`src/rtl/data_mem_port.sv`:
```
// Load/store unit front end for a byte-write data RAM.
// One outstanding transaction; handles alignment, lane steering and extension.
module data_mem_port #(
  parameter int ADDR_WIDTH   = 9,
  parameter int READ_LATENCY = 1
) (
  input  logic                  clk_i,
  input  logic                  rst_i,
  input  logic                  req_valid_i,
  output logic                  req_ready_o,
  input  logic                  req_we_i,
  input  logic [31:0]           req_addr_i,
  input  logic [1:0]            req_size_i,
  input  logic                  req_unsigned_i,
  input  logic [31:0]           req_wdata_i,
  output logic                  rsp_valid_o,
  input  logic                  rsp_ready_i,
  output logic [31:0]           rsp_rdata_o,
  output logic                  rsp_err_o,
  output logic                  mem_en_o,
  output logic [3:0]            mem_we_o,
  output logic [ADDR_WIDTH-1:0] mem_addr_o,
  output logic [31:0]           mem_din_o,
  input  logic [31:0]           mem_dout_i,
  output logic                  mem_regce_o,
  output logic                  mem_rst_o
);

  typedef enum logic [1:0] {
    IDLE,
    WAIT,
    RESP
  } state_t;

  localparam logic [1:0] LAST = 2'(READ_LATENCY - 1);

  state_t      state_q;
  state_t      state_d;
  logic        accept;
  logic        req_err;
  logic        cap;
  logic        sz_b;
  logic        sz_h;
  logic        sz_w;
  logic [3:0]  be;
  logic [31:0] din;
  logic [1:0]  cnt_q;
  logic [1:0]  off_q;
  logic [1:0]  size_q;
  logic        uns_q;
  logic [31:0] rdata_q;
  logic        err_q;
  logic [7:0]  ld_b;
  logic [15:0] ld_h;
  logic [31:0] ld_ext;

  assign sz_b = (req_size_i == 2'b00);
  assign sz_h = (req_size_i == 2'b01);
  assign sz_w = (req_size_i == 2'b10);

  always_comb begin
    req_err = |req_addr_i[31:ADDR_WIDTH+2];
    be      = 4'b0000;
    din     = req_wdata_i;
    unique case (1'b1)
      sz_b: begin
        be  = 4'b0001 << req_addr_i[1:0];
        din = {4{req_wdata_i[7:0]}};
      end
      sz_h: begin
        req_err = req_err | req_addr_i[0];
        be      = req_addr_i[1] ? 4'b1100 : 4'b0011;
        din     = {2{req_wdata_i[15:0]}};
      end
      sz_w: begin
        req_err = req_err | (req_addr_i[1:0] != 2'b00);
        be      = 4'b1111;
      end
      default: req_err = 1'b1;
    endcase
  end

  assign accept = req_valid_i && (state_q == IDLE);
  assign cap    = (state_q == WAIT) && (cnt_q == LAST);

  always_ff @(posedge clk_i or posedge rst_i) begin
    if (rst_i) state_q <= IDLE;
    else       state_q <= state_d;
  end

  always_comb begin
    state_d = state_q;
    unique case (state_q)
      IDLE: if (accept) state_d = (req_we_i || req_err) ? RESP : WAIT;
      WAIT: if (cap) state_d = RESP;
      RESP: if (rsp_ready_i) state_d = IDLE;
      default: state_d = IDLE;
    endcase
  end

  always_comb begin
    req_ready_o = (state_q == IDLE);
    rsp_valid_o = (state_q == RESP);
    mem_en_o    = accept && !req_err;
    mem_we_o    = (mem_en_o && req_we_i) ? be : 4'b0000;
  end

  assign mem_addr_o  = req_addr_i[ADDR_WIDTH+1:2];
  assign mem_din_o   = din;
  assign mem_regce_o = 1'b1;
  assign mem_rst_o   = rst_i;

  // Lane selection uses the offset captured at accept, not the live bus.
  assign ld_b = mem_dout_i[{off_q, 3'b000} +: 8];
  assign ld_h = off_q[1] ? mem_dout_i[31:16] : mem_dout_i[15:0];

  always_comb begin
    unique case (size_q)
      2'b00:   ld_ext = {{24{~uns_q & ld_b[7]}}, ld_b};
      2'b01:   ld_ext = {{16{~uns_q & ld_h[15]}}, ld_h};
      default: ld_ext = mem_dout_i;
    endcase
  end

  always_ff @(posedge clk_i or posedge rst_i) begin
    if (rst_i) begin
      cnt_q   <= 2'd0;
      off_q   <= 2'd0;
      size_q  <= 2'd0;
      uns_q   <= 1'b0;
      rdata_q <= 32'd0;
      err_q   <= 1'b0;
    end else begin
      if (accept) begin
        cnt_q   <= 2'd0;
        off_q   <= req_addr_i[1:0];
        size_q  <= req_size_i;
        uns_q   <= req_unsigned_i;
        rdata_q <= 32'd0;
        err_q   <= req_err;
      end
      if (state_q == WAIT) begin
        cnt_q <= cnt_q + 2'd1;
        if (cap) rdata_q <= ld_ext;
      end
    end
  end

  assign rsp_rdata_o = rdata_q;
  assign rsp_err_o   = err_q;

endmodule
```
`config.mk`:
```
export PLATFORM = sky130hd
export DESIGN_NAME = data_mem_port
export DESIGN_NICKNAME = d
export VERILOG_FILES = /design/src/rtl/data_mem_port.sv
export SDC_FILE = /design/constraint.sdc
export NUM_CORES = 1
export LEC_CHECK = 0
export ABC_AREA = 0
export BUFFER_PORTS_ARGS = -buffer_cell sky130_fd_sc_hd__clkbuf_2
export CORE_ASPECT_RATIO = 1.5
export CORE_MARGIN = 5
export CORE_UTILIZATION = 47
export CTS_BUF_LIST = sky130_fd_sc_hd__clkbuf_8
export CTS_CLUSTER_DIAMETER = 60
export DETAILED_ROUTE_END_ITERATION = 7
export GPL_TIMING_DRIVEN = 0
export PLACE_DENSITY = 0.88
export SLEW_MARGIN = 40
export SYNTH_ARGS = -nofsm -noshare
export SYNTH_HDL_FRONTEND = slang
export SYNTH_SLANG_ARGS = --single-unit
export TNS_END_PERCENT = 5
```
`constraint.sdc`:
```
create_clock -name clk_i -period 3.5 [get_ports clk_i]
set_input_delay 0.7 -clock clk_i [delete_from_list [all_inputs] [get_ports clk_i]]
set_output_delay 0.7 -clock clk_i [all_outputs]
set_load 0.01 [all_outputs]
```
==> key figures <==
Timing
  • RSZ-0062 raised after global routing: false
  • Slew Limit Fails: 0
  • Final worst slack: 0.233 ns
  • TNS Setup: 0 ns
  • Tcrit/Tclk final: 93.3%
  • Slew margin rel.: 62.3%
  • Achievable Freq: around 310 MHz
  • Crit path time final: 3.27 ns
  • Clk_skew: 0.0121 ns
  • Worst Max-Slew Pin Slew: 0.563 ns
  • Final setup violating endpoints: 0
  • Hold_ws: ~0.43 ns
  • Final hold violation count: 0

Setup path
  • Crit-path slowest cell: nor4b_1
  • Worst-path cell chain: clkbuf_2 -> inv_1 -> ha_1 -> clkbuf_1 -> a21boi_0 -> o21ai_1 -> nor4b_1 -> clkbuf_2
  • Worst path bufs/invs: 4
  • Startpoint types: input pin
  • Arr. time, crit path: 2.57 ns
  • Delay-heaviest family, CP: buffers and inverters
  • Crit end category: output port
  • Setup Crit Path Kind: input pin to output port
  • Critical Path Max Stage Delay: 0.42 ns
  • Critical path required time: roughly 2.8 ns
  • Most frequent CP cell: clkbuf_2
  • CP max FO: 10

Drt
  • Via density: 5.68
  • Total Wirelength: ~9400 um
  • Drt initial violations: 258
  • # DRC: 0
  • Final ANT Viol Nets: 0
  • Drt wl/cell: 17.1 um
  • Detailed-route via count: 3135
  • Drt pass-1 iters: 5

Logic synthesis
  • FF+latch count, synth: 42
  • Post-synth top area cell: dfrtp_1
  • Synth Area in Adders: 2.19%
  • Post-synthesis share of cell area spent on xor and xnor gates: 0%
  • Synthesized cell area: 2860 um2
  • Syn Area/Cell: approximately 9.7 um2
  • Largest family of logic cells by synthesized area: compound AO/OA/AOI/OAI gates
  • Syn Nets: 405
  • Mux share of post-synthesis cell area: 10.3%
  • Post-synth top area share: ~37%
  • Dominant synthesized flop cell: dfrtp_1
  • Synth Area in Compound Gates: ~28%
  • Post-synthesis async set-or-reset flop share: 100%
  • Synth Warn #: 0
  • Synth unique cells: 46
  • Post-synthesis sequential area ratio: 36.7%
  • Number of synthesized flops with an enable pin: 0
  • Synth top area cells: dfrtp_1, mux2_2, a221o_1, a22o_1, buf_4
  • Mapped Cells: 296
  • Synth Area in Simple Gates: 13.0%

Floorplanning
  • Std-Cell Rows: 34
  • DIE HEIGHT: ~110 um
  • Core Area: 5870 um2
  • Die area: just under 8000 um2
  • IO Pins: 187
  • Die width: 73.7 um
  • Starting density of the core: 48.7%

Clocking
  • Post-CTS Resized: 0
  • Root Buffer: clkbuf_8
  • Clock sinks: 42
  • Hold-fix buffers at CTS: 0
  • CTS tree: built
  • Inserted Clock Buffers: 5
  • Post-CTS setup repair buffer count: 0
  • Register clock-pin slew on the reported worst setup and hold paths: approximately 0.080 ns
  • Longest Clk Path Bufs: 2
  • Worst-Skew Late Latency: 0.30 ns
  • Clock H-tree levels: 2

GRT
  • First-pass GRT wire length: 15100 um
  • Pin count of the biggest net entering global routing: 43
  • Number of global-route vias before repair: around 3300
  • GR Overflow Total: 0
  • Gr usage total: between 20% and 30%
  • Initial antenna violation count: 0

Cells and area
  • Layout area overhead: 38.1%
  • Diodes inserted: 0
  • Final std cells w/o fill: 552
  • Nets@finish: 588
  • Fraction of layout cells with a size suffix above 1: 48.8%
  • Number of fill cells in the layout: 452

Outcome
  • Run status: finished clean

Placement
  • DP Worst Slack: 0.263 ns
  • GPL Wtd Cong: 0.914
  • Placed Instances: 544
  • DP HPWL: 7950 um
  • Buffers on Ports: about 180

Flow run
  • Max Cap Viol: 0

Power
  • IR drop worst, VDD: 218 uV
  • P_leak: 2.13 nW
  • Tot Pwr: 1.68 mW
  • PD cells: 427 nW/um2

Worst hold path
  • Hold/Removal Path Class: input pin to asynchronous set/reset pin
==> per-stage QoR <==
| stage | cell area (um2) | util (%) |
|---|---|---|
| 6_report | 3950 | 67.3 |
| 2_1_floorplan | 2860 | - |
| 5_1_grt | 3950 | 67.3 |
| 3_3_place_gp | 3830 | 65.3 |
| 4_1_cts | 3940 | 67.2 |
| 3_5_place_dp | 3830 | 65.3 |
==> registers in the layout, summed over array words and instances (netlist names) <==
name	flops
cnt_q	2
uns_q	1
rsp_rdata_o	32
size_q	2
off_q	2
rsp_err_o	1
state_q	2
==> report_power, final <==
part | total (mW) | switching [mW] | internal (mW)
clock | 0.377 | 0.167 | 0.210
sequential | 0.571 | 0.0411 | 0.530
combinational | 0.737 | 0.410 | 0.327
==> final timing paths <==
kind | start | endpoint | slack, ns | cells past startpoint
max in group asynchronous | rst_i | rsp_rdata_o[13]$_DFF_PP0_ | 2.69 | 2
worst max register to register | state_q[0]$_DFFE_PP0P_ | rsp_rdata_o[28]$_DFF_PP0_ | 1.52 | 6
worst min-delay path | rst_i | rsp_rdata_o[16]$_DFF_PP0_ | 0.43 | 2
min in group clk_i | rsp_rdata_o[13]$_DFF_PP0_ | rsp_rdata_o[13]$_DFF_PP0_ | 0.50 | 1
worst max-delay path | req_size_i[1] | mem_we_o[3] | 0.23 | 8
worst min register to register | rsp_rdata_o[13]$_DFF_PP0_ | rsp_rdata_o[13]$_DFF_PP0_ | 0.50 | 1
==> cells in the mapped netlist (4+ instances only) <==
cell       number
buf_2           6
nand2_1        33
nand2b_1        4
a211oi_1        9
a221o_1        16
nor3_1          4
o21ai_0        13
dfrtp_1        42
o221ai_1        7
o2bb2ai_1       9
a22o_1         17
clkbuf_1       14
inv_1           9
mux2i_1         7
a22oi_1        15
mux2_2         16
nor2_1         11
buf_4          19
nor4_1          4
ha_1            5
==> cell type report <==
| cell class | instances | area (um2) | share of cell area [%] |
|---|---|---|---|
| clock inverter | 3 | 41.3 | 1.05 |
| buffer | 42 | 251 | 6.37 |
| inverter | 9 | 36.3 | 0.919 |
| multi-input combinational | 203 | 1530 | 38.7 |
| timing repair buffer | 176 | 881 | 22.3 |
| tap | 72 | 90.1 | 2.28 |
| clock buffer | 5 | 68.8 | 1.74 |
| sequential | 42 | 1050 | 26.6 |
==> metal layers <==
metal  track usage (%)  share of wire (%)  vias up
met2              44.0                 53      198
li1                  -                  -     1473
met4              11.8                3.7        0
met5                 0                  0        -
met1              25.4                 33     1433
met3              5.33                 10       31
==> placed cells by master (no fill, tap or decap), types with 3 or more instances in the layout <==
cell	Yosys	routed
o21ai_0	13	13
a21oi_1	3	3
buf_4	19	19
inv_1	9	9
a22o_1	17	17
nor4_1	4	4
nor2_1	11	11
o2bb2ai_1	9	9
a221o_1	16	16
mux2_2	16	16
nand2_1	33	33
nor3_1	4	4
mux2i_1	7	7
clkbuf_1	14	14
clkbuf_8	0	5
a211oi_1	9	9
ha_1	5	5
o221ai_1	7	7
a22oi_1	15	15
nor4b_1	3	3
buf_2	6	6
clkbuf_2	0	176
dfrtp_1	42	42
nand2b_1	4	4
==> cell families after synthesis <==
group,after synthesis
flops,42
mux,25
compound gates,100
other cells,1
buf+inv,51
simple gates,72
fa+ha+maj,5
Note: power is estimated with default switching activity, not from simulation.
